[src/rtl/sync_fifo_pkg.sv]
// Shared constants and helpers for the single-clock FIFO.
// Used by sync_fifo_if, sync_fifo_mem and sync_fifo.
package sync_fifo_pkg;

    localparam int DEF_WIDTH = 16;
    localparam int DEF_DEPTH = 16;

    // Pointer width for a power-of-two depth; a single-bit pointer is the minimum.
    function automatic int ptr_width(input int depth);
        return (depth > 1) ? $clog2(depth) : 1;
    endfunction

endpackage

[src/rtl/sync_fifo_if.sv]
// Producer/consumer handshake bundle for sync_fifo.
// Optional overflow/underflow signals exist only when SYNC_FIFO_ERR_EN is defined.
interface sync_fifo_if
    import sync_fifo_pkg::*;
#(
    parameter int WIDTH = DEF_WIDTH
);

    logic [WIDTH-1:0] data_in;
    logic             write_en;
    logic             read_en;
    logic [WIDTH-1:0] data_out;
    logic             full;
    logic             empty;

`ifdef SYNC_FIFO_ERR_EN
    logic             overflow;
    logic             underflow;

    modport master (
        output data_in, write_en, read_en,
        input  data_out, full, empty, overflow, underflow
    );

    modport slave (
        input  data_in, write_en, read_en,
        output data_out, full, empty, overflow, underflow
    );
`else
    modport master (
        output data_in, write_en, read_en,
        input  data_out, full, empty
    );

    modport slave (
        input  data_in, write_en, read_en,
        output data_out, full, empty
    );
`endif

endinterface

[src/rtl/sync_fifo_mem.sv]
// DEPTH x WIDTH dual-port storage: one write port, one registered read port.
// Only the read register is reset; the array itself keeps its contents.
module sync_fifo_mem
    import sync_fifo_pkg::*;
#(
    parameter int WIDTH = DEF_WIDTH,
    parameter int DEPTH = DEF_DEPTH,
    parameter int AW    = ptr_width(DEPTH)
) (
    input  logic             clk,
    input  logic             rst,
    input  logic             wr_en,
    input  logic [AW-1:0]    wr_addr,
    input  logic [WIDTH-1:0] wr_data,
    input  logic             rd_en,
    input  logic [AW-1:0]    rd_addr,
    output logic [WIDTH-1:0] rd_data
);

    logic [WIDTH-1:0] mem [DEPTH];

    always_ff @(posedge clk) begin
        if (wr_en) begin
            mem[wr_addr] <= wr_data;
        end
    end

    always_ff @(posedge clk) begin
        if (rst) begin
            rd_data <= '0;
        end else if (rd_en) begin
            rd_data <= mem[rd_addr];
        end
    end

endmodule

[src/rtl/sync_fifo.sv]
// Single-clock FIFO: pointers, occupancy counter and flags around sync_fifo_mem.
// Define SYNC_FIFO_ERR_EN to add sticky overflow/underflow outputs.
module sync_fifo
    import sync_fifo_pkg::*;
#(
    parameter int WIDTH = DEF_WIDTH,
    parameter int DEPTH = DEF_DEPTH
) (
    input  logic        clk,
    input  logic        rst,
    sync_fifo_if.slave  bus
);

    localparam int AW = ptr_width(DEPTH);
    localparam logic [AW:0] CNT_FULL = (AW+1)'(DEPTH);
    localparam logic [AW:0] CNT_ONE  = (AW+1)'(1);

    logic [AW-1:0]    wr_ptr;
    logic [AW-1:0]    rd_ptr;
    logic [AW:0]      count;
    logic             full_w;
    logic             empty_w;
    logic             wr_acc;
    logic             rd_acc;
    logic [WIDTH-1:0] rd_data;

    // Flags decode straight from the registered count, so they track the post-edge occupancy.
    assign full_w  = (count == CNT_FULL);
    assign empty_w = (count == '0);
    assign wr_acc  = bus.write_en && !full_w;
    assign rd_acc  = bus.read_en  && !empty_w;

    always_ff @(posedge clk) begin
        if (rst) begin
            wr_ptr <= '0;
            rd_ptr <= '0;
            count  <= '0;
        end else begin
            if (wr_acc) begin
                wr_ptr <= wr_ptr + AW'(1);
            end
            if (rd_acc) begin
                rd_ptr <= rd_ptr + AW'(1);
            end
            case ({wr_acc, rd_acc})
                2'b10:   count <= count + CNT_ONE;
                2'b01:   count <= count - CNT_ONE;
                default: count <= count;
            endcase
        end
    end

    sync_fifo_mem #(
        .WIDTH (WIDTH),
        .DEPTH (DEPTH),
        .AW    (AW)
    ) u_mem (
        .clk     (clk),
        .rst     (rst),
        .wr_en   (wr_acc && !rst),
        .wr_addr (wr_ptr),
        .wr_data (bus.data_in),
        .rd_en   (rd_acc),
        .rd_addr (rd_ptr),
        .rd_data (rd_data)
    );

    assign bus.data_out = rd_data;
    assign bus.full     = full_w;
    assign bus.empty    = empty_w;

`ifdef SYNC_FIFO_ERR_EN
    logic overflow_q;
    logic underflow_q;

    always_ff @(posedge clk) begin
        if (rst) begin
            overflow_q  <= 1'b0;
            underflow_q <= 1'b0;
        end else begin
            if (bus.write_en && full_w) begin
                overflow_q <= 1'b1;
            end
            if (bus.read_en && empty_w) begin
                underflow_q <= 1'b1;
            end
        end
    end

    assign bus.overflow  = overflow_q;
    assign bus.underflow = underflow_q;
`endif

endmodule

[src/flat_wrapper.sv]
// flat-port wrapper written by rule: the top's interface ports become plain ports
module sync_fifo_flat import sync_fifo_pkg::*;
#(
    parameter int WIDTH = DEF_WIDTH,
    parameter int DEPTH = DEF_DEPTH
)
  (clk, rst, bus_data_in, bus_write_en, bus_read_en, bus_data_out, bus_full, bus_empty);
  sync_fifo_if #(.WIDTH(WIDTH)) bus_i ();
  input  logic clk;
  input  logic rst;
  input wire logic [$bits(bus_i.data_in)-1:0] bus_data_in;
  input wire logic [$bits(bus_i.write_en)-1:0] bus_write_en;
  input wire logic [$bits(bus_i.read_en)-1:0] bus_read_en;
  output wire logic [$bits(bus_i.data_out)-1:0] bus_data_out;
  output wire logic [$bits(bus_i.full)-1:0] bus_full;
  output wire logic [$bits(bus_i.empty)-1:0] bus_empty;
  assign bus_i.data_in = bus_data_in;
  assign bus_i.write_en = bus_write_en;
  assign bus_i.read_en = bus_read_en;
  assign bus_data_out = bus_i.data_out;
  assign bus_full = bus_i.full;
  assign bus_empty = bus_i.empty;
  sync_fifo #(.WIDTH(WIDTH), .DEPTH(DEPTH)) u_core (.clk(clk), .rst(rst), .bus(bus_i));
endmodule
[config.mk]
export PLATFORM = sky130hd
export DESIGN_NAME = sync_fifo_flat
export DESIGN_NICKNAME = d
export VERILOG_FILES = /design/src/rtl/sync_fifo_pkg.sv /design/src/rtl/sync_fifo_if.sv /design/src/rtl/sync_fifo_mem.sv /design/src/rtl/sync_fifo.sv /design/src/flat_wrapper.sv
export SDC_FILE = /design/constraint.sdc
export NUM_CORES = 1
export LEC_CHECK = 0
export BUFFER_PORTS_ARGS = -buffer_cell sky130_fd_sc_hd__buf_2
export CORE_ASPECT_RATIO = 1.4
export CORE_MARGIN = 3
export CORE_UTILIZATION = 50
export CTS_CLUSTER_SIZE = 12
export DETAILED_ROUTE_END_ITERATION = 7
export GPL_TIMING_DRIVEN = 0
export PLACE_DENSITY = 0.66
export SYNTH_ARGS = -nofsm -noshare
export SYNTH_HDL_FRONTEND = slang
export SYNTH_SLANG_ARGS = --single-unit
[constraint.sdc]
create_clock -name clk -period 3.24 [get_ports clk]
set_input_delay 0.972 -clock clk [delete_from_list [all_inputs] [get_ports clk]]
set_output_delay 0.972 -clock clk [all_outputs]
set_load 0.03 [all_outputs]
==> Yosys cells after proc, flatten, opt, wreduce, memory -nomap -nowiden <==
Memories as Yosys holds them, arrays and structs flattened. A register that Yosys moved wholly into a read port is not among the register bits.
Cells that the tools add are included.
{ "classes": {"n_reduce_logical": 8, "n_eq_ne": 3, "add_sub_neg": 4, "n_mux": 3} }
{ "op_table": {"columns": ["cell", "n"], "rows": [
  ["$pmux W5 S2", 1],
  ["$add A4 B1 Y4 const B", 2],
  ["$add A5 B1 Y5 const B", 1],
  ["$eq A5 B5 Y1 const B", 1],
  ["$logic_not A5 Y1", 1],
  ["$sub A5 B1 Y5 const B", 1],
  ["$logic_and A1 B1 Y1", 3],
  ["$logic_not A1 Y1", 3],
  ["$eq A2 B1 Y1 const B", 1],
  ["$eq A2 B2 Y1 const B", 1],
  ["$mux W1", 2],
  ["$reduce_bool A2 Y1", 1]
]} }
{ "totals": {"memories": 1, "regBits": 13, "mem_bits_rw": 256, "word_cells": 22, "input_bits": 20, "out_inout_bits": 18} }
{ "memory_table": {"columns": ["memory", "words", "width", "read_ports", "rd_clocked_by_memory_dff", "wr", "line", "rtl"], "rows": [
  ["u_core.u_mem.mem", 16, 16, 1, 1, 1, "sync_fifo_mem.sv:20", "logic [WIDTH-1:0] mem [DEPTH];"]
]} }

==> Longest topological paths before layout <==
Gate-level depths: netlist (run 1).
{ "depth": {"word_depth": 6, "depth_mapped": 12, "mapped_depth_nobuf": 11} }

==> Cells and area by module <==
A second synthesis (run 1) with hierarchy kept.
{ "hier_totals": {"hier_cells": 685, "area_unflattened_um2": 11263.3} }
{ "by_module_without_submodules": {"columns": ["mod", "cells_per_inst", "instances", "area_per_inst_um2", "seq_area_each_um2"], "rows": [
  ["sync_fifo_mem", 606, 1, 10545.1, 8007.7],
  ["sync_fifo", 79, 1, 718.2, 260.2]
]} }

==> Worst setup path before layout (run 1) <==
OpenSTA, ideal clock, no wires.
{ "synth_path": {"path_kind": "input port to flip-flop", "from": "input port bus_read_en", "to": "register u_core.count[4]", "path_buffers": 2, "setup_time_ps": 123, "stages": 11, "required_time_ps": 3117, "t_arrival_ps": 2948, "path_slack_ps": 169, "path_cell_list": "o21a_1 -> buf_6 -> buf_6 -> ha_1 -> inv_1 -> fa_1 -> nor2b_1 -> o21ai_1 -> nand3_1 -> or3b_1 -> mux2_1"} }
{ "synth_via": {"elab_chain_cells": 3, "word_cells_on_any_way": 5, "cone_classes": "eq/ne (2); mux (1); reduce/logical (2)"} }
{ "synth_rtl": {"columns": ["element", "line", "rtl"], "rows": [
  ["start: declaration", "flat_wrapper.sv:13", "input wire logic [$bits(bus_i.read_en)-1:0] bus_read_en;"],
  ["$logic_and A1 B1 Y1 (*)", "sync_fifo.sv:31", "assign rd_acc = bus.read_en && !empty_w;"],
  ["via u_core.rd_acc", "sync_fifo.sv:24", "logic rd_acc;"],
  ["$eq A2 B1 Y1 or $eq A2 B2 Y1 (tied branches)", "sync_fifo.sv:45", "case ({wr_acc, rd_acc})"],
  ["$pmux W5 S2 or $reduce_bool A2 Y1 (tied branches)", null, null],
  ["end signal: assignment", "sync_fifo.sv:46", "2'b10: count <= count + CNT_ONE;"],
  ["end signal: assignment", "sync_fifo.sv:47", "2'b01: count <= count - CNT_ONE;"],
  ["end signal: assignment", "sync_fifo.sv:48", "default: count <= count;"],
  ["end: declaration", "sync_fifo.sv:20", "logic [AW:0] count;"]
]} }
The timed path passes the listed nets; every way through them passes the cells marked *.
A chain may end at the register's enable or synchronous reset.

==> Final worst setup path (run 1) <==
{ "layout_path": {"from": "register u_core.count[2]", "to": "register u_core.count[4]"} }
{ "layout_via": {"elab_chain_cells": 5, "word_cells_on_any_way": 12, "cone_classes": "add/sub (2); eq/ne (3); mux (1); reduce/logical (6)"} }
{ "layout_rtl": {"columns": ["element", "line", "rtl"], "rows": [
  ["$logic_not A5 Y1 (*)", "sync_fifo.sv:29", "assign empty_w = (count == '0);"],
  ["$logic_not A1 Y1 (*)", "sync_fifo.sv:31", null],
  ["$logic_and A1 B1 Y1 (*)", "sync_fifo.sv:31", null],
  ["via u_core.rd_acc", "sync_fifo.sv:24", null],
  ["$eq A2 B1 Y1 or $eq A2 B2 Y1 (tied branches)", "sync_fifo.sv:45", null],
  ["$pmux W5 S2 or $reduce_bool A2 Y1 (tied branches)", null, null]
]} }
Marks and branches as above.

==> results of run 1 <==
==> power by group through the flow <==
stage               combinational, mW  clock [mW]  sequential, mW
finish                           1.83        3.02            4.33
global route                     1.97        3.20            4.34
CTS                              1.82        3.05            4.32
detailed placement               1.81           0            4.39
global placement                 1.72           0            4.38
floorplan                        1.09           0            4.55
==> area by class of cell <==
class	instances	area, um2
fillers	1577	8690
inverters	7	26.3
clock inverters	2	38.8
multi-input cells	282	2690
clock buffers	50	805
plain buffers	34	205
flip-flops and latches	285	8270
well taps	292	365
repair buffers	53	427
==> sequential cells by signal, indices dropped and copies added (netlist names) <==
register	flops
u_core.count	5
u_core.rd_ptr	4
u_core.u_mem.mem	256
u_core.u_mem.rd_data	16
u_core.wr_ptr	4
==> cells in the final DEF, fill, tap and decap left out, types with 4 or more instances in the layout <==
cell type / n
a311oi_2: 16
dfxtp_1: 29
nand2_1: 7
inv_1: 7
a22oi_1: 16
xor2_1: 5
nor2_2: 16
o22ai_1: 32
buf_4: 5
nor2_1: 50
ha_1: 7
a21oi_1: 5
clkbuf_1: 30
clkbuf_16: 29
edfxtp_1: 256
buf_2: 48
nor2b_1: 4
mux2i_1: 66
buf_6: 9
buf_8: 12
mux4_2: 32
==> logic make-up after synthesis <==
| kind of cell | share of synthesized area |
|---|---|
| flip-flops | 0.743 |
| XOR/XNOR | 0.00630 |
| AND/OR/NAND/NOR | 0.0373 |
| buffers and inverters | 0.0208 |
| multiplexers | 0.125 |
| adder cells (fa/ha/maj) | 0.0119 |
| AO/OA/AOI/OAI | 0.0554 |
==> worst register-to-register path, delay by kind of cell (launching register included) <==
family	cells	cell delay (ns)
AND/OR/NAND/NOR	3	0.96
adder cells (fa/ha/maj)	2	0.46
AO/OA/AOI/OAI	3	0.44
buffers and inverters	3	0.43
flip-flops	1	0.36
multiplexers	1	0.32
==> Yosys cell counts (all sizes together), types with 2 or more instances <==
cell and instances:
nor2 66, nand2 7, nand3b 2, a21oi 5, nand4 2, nand3 2
dfxtp 29, a311oi 16, nor2b 5, edfxtp 256, inv 7, o22ai 32
clkbuf 9, mux4 32, or3b 2, xor2 5, buf 25, or3 2
xnor2 3, a22oi 16, ha 9, mux2i 66
==> through the flow <==
step | area [um2] | instances | setup slack, ns
2_1_floorplan | 11100 | 608 | 0.169
3_3_place_gp | 11700 | 937 | -0.256
3_5_place_dp | 12000 | 953 | -0.190
4_1_cts | 12800 | 1005 | 0.0331
5_1_grt | 12800 | 1005 | -0.00857
6_report | 12800 | 1005 | 0.163
==> how the worst min path moves through the flow <==
stage	to	slack, ns	cells past startpoint
floorplan	u_core.count[2]	0.51	2
global placement	u_core.count[2]	0.53	2
detailed placement	u_core.u_mem.rd_data[11]	0.53	2
CTS	u_core.u_mem.rd_data[11]	0.54	2
global route	u_core.u_mem.rd_data[10]	0.56	2
finish	u_core.u_mem.rd_data[10]	0.54	2
==> metal layers <==
metal	routed length, um	vias to the layer above	part of all wire	GRT usage
met4	581	2	0.024	0.0614
li1	-	2586	-	-
met3	1190	46	0.049	0.0276
met2	13200	173	0.55	0.380
met5	7	-	0.00029	0
met1	9100	2948	0.38	0.240
==> summary.txt, run 1 <==
Sw power -> 2.54 mW
Iteration count of the initial detailed-routing pass -> 5
Clock sink count -> 285
Top post-synthesis cells by area -> edfxtp_1, mux4_2, mux2i_1
Die area -> 24,100 um2
Final worst path period share -> 0.950
Number of routed nets with antenna violations -> 0
Setup CP Type -> reg2reg
H-Tree Depth -> 1
CP peak stage delay -> 0.54 ns
Starting DRT DRC Count -> 558
Hold WC Path Type -> reg2reg
Drt wl/cell -> 23.9 um
Fmax -> 0.325 GHz
Routed WL -> 24,000 um
Crit. End Element -> flip-flop
Final-report setup violation count -> 0
PwrDens -> 716 nW/um2
Setup crit end -> u_core.count[4]
CP max-delay cell -> or4_4
Largest net degree at the start of global routing -> 17
Clk buf depth -> 3
Yosys reg bits -> 285
Layout area overhead -> 15.3%
Mean area per synthesized cell -> 18.3 um2
Final hold slack -> 0.536 ns
Setup_tns -> 0 ns
Util after Layout -> 0.596
Hpwl dp -> 15,700 um
Syn_nets -> 638
Number of global-route vias before repair -> 6,178
Reg-to-Reg End -> u_core.count[4]
Crit path cell chain -> or4_4 -> o21a_1 -> buf_6 -> buf_6 -> ha_2 -> inv_1 -> fa_2 -> nor2b_2 -> o21ai_1 -> a21oi_1 -> or3b_1 -> mux2_1
CTS tree -> done
Clock Pin Slew Worst Setup and Hold Paths -> 0.06 ns
Sequential area share after synthesis -> 0.743
CP Launch Point -> u_core.count[2]
IO Count -> 38
Setup bufs post-CTS -> 0
Clk pwr share -> 0.329
Worst VDD drop -> 0.502 mV
Synth Instances -> 608
Largest area contributor in the netlist -> edfxtp_1
Post-synth EDFFs -> 256
Initial core utilization -> 0.517
Cell Area, Synth -> 11,100 um2
Main flop type after synthesis -> edfxtp_1
Layout cells sized above 1 -> 0.251
Yosys warning count -> 0
Row count -> 63
Reg2Reg Depth -> 12
CP arrival -> 3.50 ns
Worst-Margin Slew -> 0.755 ns
Overall power -> 9.18 mW
Leak pwr -> 4.05 nW
Worst relative slew slack -> 0.497
Root buf cell -> clkbuf_16
Via count -> 5,755
MaxCap Viol Count -> 0
Antenna diode count -> 0
Startpoint types -> flip-flop
CTS Buf Count -> 28
# hold bufs at CTS -> 0
First-pass GRT wire length -> 36,600 um
Buf/Inv on CP -> 3
Die X -> 132 um
Async S/R FF share, synth -> 0
Crit Path Max Fanout -> 10
I/O Buffers -> 37
Combinational share of power -> 0.200
HP Start -> u_core.u_mem.rd_data[10]
Clock Latency Late Sink -> 0.54 ns
Synth cell types -> 38
CTS resizes -> 0
Cell family with most CP delay -> simple AND/OR/NAND/NOR gates
Post-synth top area share -> 0.691
Final nets -> 721
Tmin final -> 3.08 ns
Routability cong. -> 0.789
Die Ht -> 183 um
Reg2reg start -> u_core.count[2]
Most Frequent Cell on Critical Path -> buf_6
CP required -> 3.66 ns
Remaining global-route overflow -> 0
R2r setup slk -> 0.16 ns
Total internal power -> 6.64 mW
Final hold vios -> 0
DRC Markers -> 0
Net Sw Frac -> 0.277
Outcome -> complete, no violations
Initial antenna violation count -> 1
Core area -> 21,500 um2
Clock skew -> 0.0136 ns
Sequential power share -> 0.472
GRT Overall Usage -> 0.202
Critical path depth in cells -> 12
Via density -> 5.73
Max Slew Vio Count -> 0
Power figures use the tool's default switching activity.
==> run 2, diff against run 1 <==
--- a/config.mk
+++ b/config.mk
@@ -12,7 +12,7 @@
 export CTS_CLUSTER_SIZE = 12
 export DETAILED_ROUTE_END_ITERATION = 7
 export GPL_TIMING_DRIVEN = 0
-export PLACE_DENSITY = 0.66
+export PLACE_DENSITY = 0.69
 export SYNTH_ARGS = -nofsm -noshare
 export SYNTH_HDL_FRONTEND = slang
 export SYNTH_SLANG_ARGS = --single-unit
==> constraint.sdc (replaced) <==
create_clock -name clk -period 2.7 [get_ports clk]
set_input_delay 0.81 -clock clk [delete_from_list [all_inputs] [get_ports clk]]
set_output_delay 0.81 -clock clk [all_outputs]
set_load 0.03 [all_outputs]
==> run 2 against run 1 <==
Flip-flop and latch count stayed put. Count of clock-buffer cells in the layout shrank 1. Total power up 21%. Largest cell class unchanged. Die area is the same. Worst setup slack worse by 0.13 ns. Clock power up 18%.
==> summary.txt, run 2 (same netlist as run 1, synthesis figures left out) <==
DRC Markers -> 0
MaxCap Viol Count -> 0
Initial core utilization -> 0.517
Final hold vios -> 0
Hpwl dp -> 16,000 um
Top Registers -> u_core.u_mem.mem x256, u_core.u_mem.rd_data x16, u_core.count x5
HP Start -> u_core.u_mem.rd_data[9]
Die area -> 24,100 um2
Worst-Margin Slew -> 1.01 ns
Hold WC Path Type -> reg2reg
Leak pwr -> 4.09 nW
I/O Buffers -> 37
GRT Overall Usage -> 0.202
RSZ-0062 raised after global routing -> yes
Hold Crit Depth -> 2
Via count -> 5,862
PwrDens -> 860 nW/um2
Die Ht -> 183 um
Number of global-route vias before repair -> 6,191
# hold bufs at CTS -> 0
Worst VDD drop -> 0.554 mV
Clock Pin Slew Worst Setup and Hold Paths -> 0.06 ns
H-Tree Depth -> 1
Layout area overhead -> 15.9%
Clk buf depth -> 3
Layout cells sized above 1 -> 0.273
Reg2Reg Depth -> 9
CTS tree -> done
Tmin final -> 2.67 ns
Worst relative slew slack -> 0.329
Outcome -> complete, no violations
Startpoint types -> flip-flop
Reg-to-Reg End -> u_core.count[4]
Final nets -> 728
Clock sink count -> 285
Commonest non-fill, non-tap cell in the layout -> edfxtp_1
Commonest cells after routing, fill and taps aside -> edfxtp_1, mux2i_1, nor2_1, buf_2
Root buf cell -> clkbuf_16
Clock Latency Late Sink -> 0.54 ns
Antenna diode count -> 0
Final-report setup violation count -> 0
Reg2reg start -> u_core.count[2]
Routed WL -> 24,400 um
First-pass GRT wire length -> 36,700 um
Largest net degree at the start of global routing -> 17
Max reg flops -> 256
Filler instances -> 1,577
Fin area -> 12,900 um2
Starting DRT DRC Count -> 594
CP arrival -> 3.09 ns
Iteration count of the initial detailed-routing pass -> 4
CTS Buf Count -> 28
CP peak stage delay -> 0.52 ns
Setup CP Type -> reg2reg
Number of routed nets with antenna violations -> 0
Crit Path Max Fanout -> 4
R2r setup slk -> 0.03 ns
Die X -> 132 um
Dpl cell area -> 12,000 um2
Biggest register -> u_core.u_mem.mem
Core area -> 21,500 um2
Routability cong. -> 0.806
Crit path cell chain -> or4_4 -> o21a_4 -> ha_4 -> ha_4 -> nor2b_4 -> o21ai_2 -> nand3_1 -> or3b_4 -> mux2_4
Setup_tns -> 0 ns
Worst Hold Path EP -> u_core.u_mem.rd_data[9]
Row count -> 63
CP max-delay cell -> or4_4
Crit. End Element -> flip-flop
Most Frequent Cell on Critical Path -> ha_4
Clock skew -> 0.0116 ns
Initial antenna violation count -> 1
Via density -> 5.80
IO Count -> 38
Drt wl/cell -> 24.1 um
Max Slew Vio Count -> 0
CP required -> 3.12 ns
Overall power -> 11.1 mW
Final worst path period share -> 0.988
Remaining global-route overflow -> 0
Fmax -> 0.375 GHz
run 2: how the worst max path moves through the flow:
stage / start / endpoint / slack [ns] / cells after the start
final: u_core.count[2] / u_core.count[4] / 0.03 / 9
after global routing: u_core.count[2] / u_core.count[4] / -0.03 / 9
after floorplan: u_core.count[3] / u_core.count[4] / -0.11 / 12
after CTS: u_core.count[2] / u_core.count[4] / -0.03 / 10
after detailed placement: bus_read_en / u_core.count[4] / -0.39 / 12
after global placement: rst / u_core.u_mem.mem[6][1] / -0.61 / 5
run 2: what timing repair did:
action,CTS,global route
gates resized for setup,5,4
setup buffers,7,3
endpoints found under the setup margin,1,1
pin swaps,7,5
run 2: final cells by class:
type,count,area [um2],share of cell area
repair buffers,62,478,0.0371
multi-input cells,282,2730,0.212
clock buffers,49,822,0.0638
inverters,7,28.8,0.00223
well taps,292,365,0.0283
clock inverters,2,8.76,0.000679
plain buffers,32,183,0.0142
flip-flops and latches,285,8270,0.642
run 2: metal layers:
layer | vias up | wire, um | GRT usage
li1 | 2603 | - | -
met1 | 3010 | 9060 | 0.238
met2 | 196 | 13300 | 0.379
met3 | 51 | 1290 | 0.0265
met4 | 2 | 740 | 0.0702
met5 | - | 13 | 0
run 2: critical path, delay by kind of cell, from the launching register on:
kind,cells,cell delay [ns]
AO/OA/AOI/OAI,2,0.33
adder cells (fa/ha/maj),2,0.46
flip-flops,1,0.35
multiplexers,1,0.30
AND/OR/NAND/NOR,4,1.12
run 2: power breakdown:
part / leakage, nW / total [mW] / internal, mW / switching [mW]
sequential: 2.55 / 5.20 / 5.04 / 0.167
clock: 0.398 / 3.56 / 2.04 / 1.51
combinational: 1.14 / 2.33 / 0.919 / 1.41
total: 4.09 / 11.1 / 8.00 / 3.09
run 2: per-stage QoR:
stage	hold WS, ns	std cells	utilization	setup WS (ns)
2_1_floorplan	0.482	608	-	-0.113
3_3_place_gp	0.502	937	0.545	-0.611
3_5_place_dp	0.536	952	0.557	-0.389
4_1_cts	0.544	1009	0.598	-0.0304
5_1_grt	0.565	1011	0.599	-0.0263
6_report	0.543	1011	0.599	0.0311
==> run 3, diff against run 2 <==
--- a/config.mk
+++ b/config.mk
@@ -12,7 +12,7 @@
 export CTS_CLUSTER_SIZE = 12
 export DETAILED_ROUTE_END_ITERATION = 7
 export GPL_TIMING_DRIVEN = 0
-export PLACE_DENSITY = 0.69
+export PLACE_DENSITY = 0.66
 export SYNTH_ARGS = -nofsm -noshare
 export SYNTH_HDL_FRONTEND = slang
 export SYNTH_SLANG_ARGS = --single-unit
==> constraint.sdc (replaced) <==
create_clock -name clk -period 3.4 [get_ports clk]
set_input_delay 1.02 -clock clk [delete_from_list [all_inputs] [get_ports clk]]
set_output_delay 1.02 -clock clk [all_outputs]
set_load 0.03 [all_outputs]
==> run 3 against run 2 <==
Utilization fell by 0.41 points. Die area did not move. Register-to-register slack improved by 0.14 ns. Wire length fell by 1.3%. Global-route usage barely moved. Flip-flop and latch count did not move. Final area fell by 0.69%. Count of clock-buffer cells in the layout rose by 1. Combinational power fell by 26%. Via count fell by 2.4%. Clock skew rose by 0.0056 ns. Largest cell class unchanged. Highest routed layer unchanged.
==> summary.txt, run 3 (same netlist as run 1, synthesis figures left out) <==
Setup CP Type -> reg2reg
DP Cell Count -> 953
Row count -> 63
First-pass GRT wire length -> 36,600 um
Routability cong. -> 0.789
Die area -> 24,100 um2
Die Ht -> 183 um
Reg-to-Reg End -> u_core.count[4]
R2r setup slk -> 0.17 ns
Tmin final -> 3.23 ns
CP required -> 3.82 ns
Cell family with most CP delay -> simple AND/OR/NAND/NOR gates
Hold WC Path Type -> reg2reg
Number of global-route vias before repair -> 6,178
Final nets -> 721
Iteration count of the initial detailed-routing pass -> 5
Leak pwr -> 4.05 nW
GRT Overall Usage -> 0.202
Remaining global-route overflow -> 0
Setup_tns -> 0 ns
Initial core utilization -> 0.517
Buf/Inv on CP -> 2
Worst VDD drop -> 0.477 mV
Via density -> 5.69
Routed WL -> 24,000 um
Via count -> 5,722
Hpwl dp -> 15,700 um
Clock skew -> 0.0172 ns
Starting DRT DRC Count -> 548
Antenna diode count -> 0
RSZ-0062 raised after global routing -> no
Worst-Margin Slew -> 0.754 ns
Biggest register -> u_core.u_mem.mem
Drt wl/cell -> 23.9 um
CP max-delay cell -> or4_1
Initial antenna violation count -> 1
CP arrival -> 3.65 ns
Clock Latency Late Sink -> 0.54 ns
Reg2Reg Depth -> 11
DRC Markers -> 0
Startpoint types -> flip-flop
Fmax -> 0.310 GHz
Root buf cell -> clkbuf_16
Layout area overhead -> 15.1%
Max reg flops -> 256
Outcome -> complete, no violations
Top Registers -> u_core.u_mem.mem x256, u_core.u_mem.rd_data x16, u_core.count x5
I/O Buffers -> 37
CTS tree -> done
Setup crit end -> u_core.count[4]
Core area -> 21,500 um2
MaxCap Viol Count -> 0
Clk buf depth -> 3
Fin cells -> 1,005
Layout cells sized above 1 -> 0.245
Final-report setup violation count -> 0
Commonest non-fill, non-tap cell in the layout -> edfxtp_1
Max Slew Vio Count -> 0
Crit. End Element -> flip-flop
Number of routed nets with antenna violations -> 0
Largest net degree at the start of global routing -> 17
Setup bufs post-CTS -> 0
Critical path depth in cells -> 11
CP Launch Point -> u_core.count[1]
PwrDens -> 681 nW/um2
Reg2reg start -> u_core.count[1]
CP peak stage delay -> 0.55 ns
Commonest cells after routing, fill and taps aside -> edfxtp_1, mux2i_1, nor2_1, buf_2
Worst relative slew slack -> 0.497
Final worst path period share -> 0.949
Die X -> 132 um
# hold bufs at CTS -> 0
Overall power -> 8.71 mW
CTS Buf Count -> 28
Final hold vios -> 0
Crit Path Max Fanout -> 10
Clock sink count -> 285
H-Tree Depth -> 1
Crit path cell chain -> or4_1 -> o21a_1 -> buf_6 -> buf_6 -> ha_1 -> ha_1 -> nor2b_2 -> o21ai_1 -> a21oi_1 -> or3b_1 -> mux2_1
Clock Pin Slew Worst Setup and Hold Paths -> 0.06 ns
IO Count -> 38
## run 3: worst min-delay path by stage
stage	slack, ns	endpoint	cells past startpoint	from
finish	0.53	u_core.u_mem.rd_data[10]	2	u_core.u_mem.rd_data[10]
global route	0.56	u_core.u_mem.rd_data[10]	2	u_core.u_mem.rd_data[10]
CTS	0.54	u_core.u_mem.rd_data[11]	2	u_core.u_mem.rd_data[11]
detailed placement	0.53	u_core.u_mem.rd_data[11]	2	u_core.u_mem.rd_data[11]
global placement	0.53	u_core.count[2]	2	u_core.count[2]
floorplan	0.51	u_core.count[2]	2	u_core.count[2]
## run 3: power breakdown
group / leakage, nW / total [mW] / internal [mW] / switching, mW
combinational: 1.11 / 1.72 / 0.644 / 1.07
clock: 0.401 / 2.88 / 1.67 / 1.21
sequential: 2.54 / 4.12 / 3.99 / 0.128
total: 4.05 / 8.71 / 6.30 / 2.41
## run 3: per-stage QoR
step / hold WS [ns] / utilization / setup WS [ns] / instance area, um2
after floorplan: 0.508 / - / 0.281 / 11100
after global placement: 0.527 / 0.543 / -0.144 / 11700
after detailed placement: 0.528 / 0.556 / -0.0777 / 12000
after global routing: 0.563 / 0.595 / 0.000624 / 12800
after CTS: 0.536 / 0.595 / 0.193 / 12800
final: 0.533 / 0.595 / 0.173 / 12800
## run 3: timing repair
| item | in CTS | in global routing |
|---|---|---|
| setup endpoints to repair | 0 | 1 |
| gates resized for setup | 0 | 1 |
| hold endpoints to repair | 0 | 0 |
## run 3: worst reg2reg max path, cell delays in order (launching register included)
cell and delay, ns:
dfxtp_1 0.34, or4_1 0.56, o21a_1 0.20, buf_6 0.14, buf_6 0.16, ha_1 0.26
ha_1 0.34, nor2b_2 0.18, o21ai_1 0.16, a21oi_1 0.09, or3b_1 0.37, mux2_1 0.32
## run 3: area by class of cell
class                           count  area (um2)
Inverter                            7        26.3
Fill cell                        1580        8710
Clock inverter                      2        38.8
Sequential cell                   285        8270
Timing Repair Buffer               53         427
Buffer                             34         205
Multi-Input combinational cell    282        2670
Tap cell                          292         365
Clock buffer                       50         805
## run 3: metal layers
layer / up-vias / wire length [um] / part of all wire / GRT usage
met4: 2 / 597 / 0.025 / 0.0614
met2: 174 / 13100 / 0.54 / 0.380
met3: 47 / 1130 / 0.047 / 0.0276
met5: - / 7 / 0.00029 / 0
li1: 2585 / - / - / -
met1: 2914 / 9210 / 0.38 / 0.240
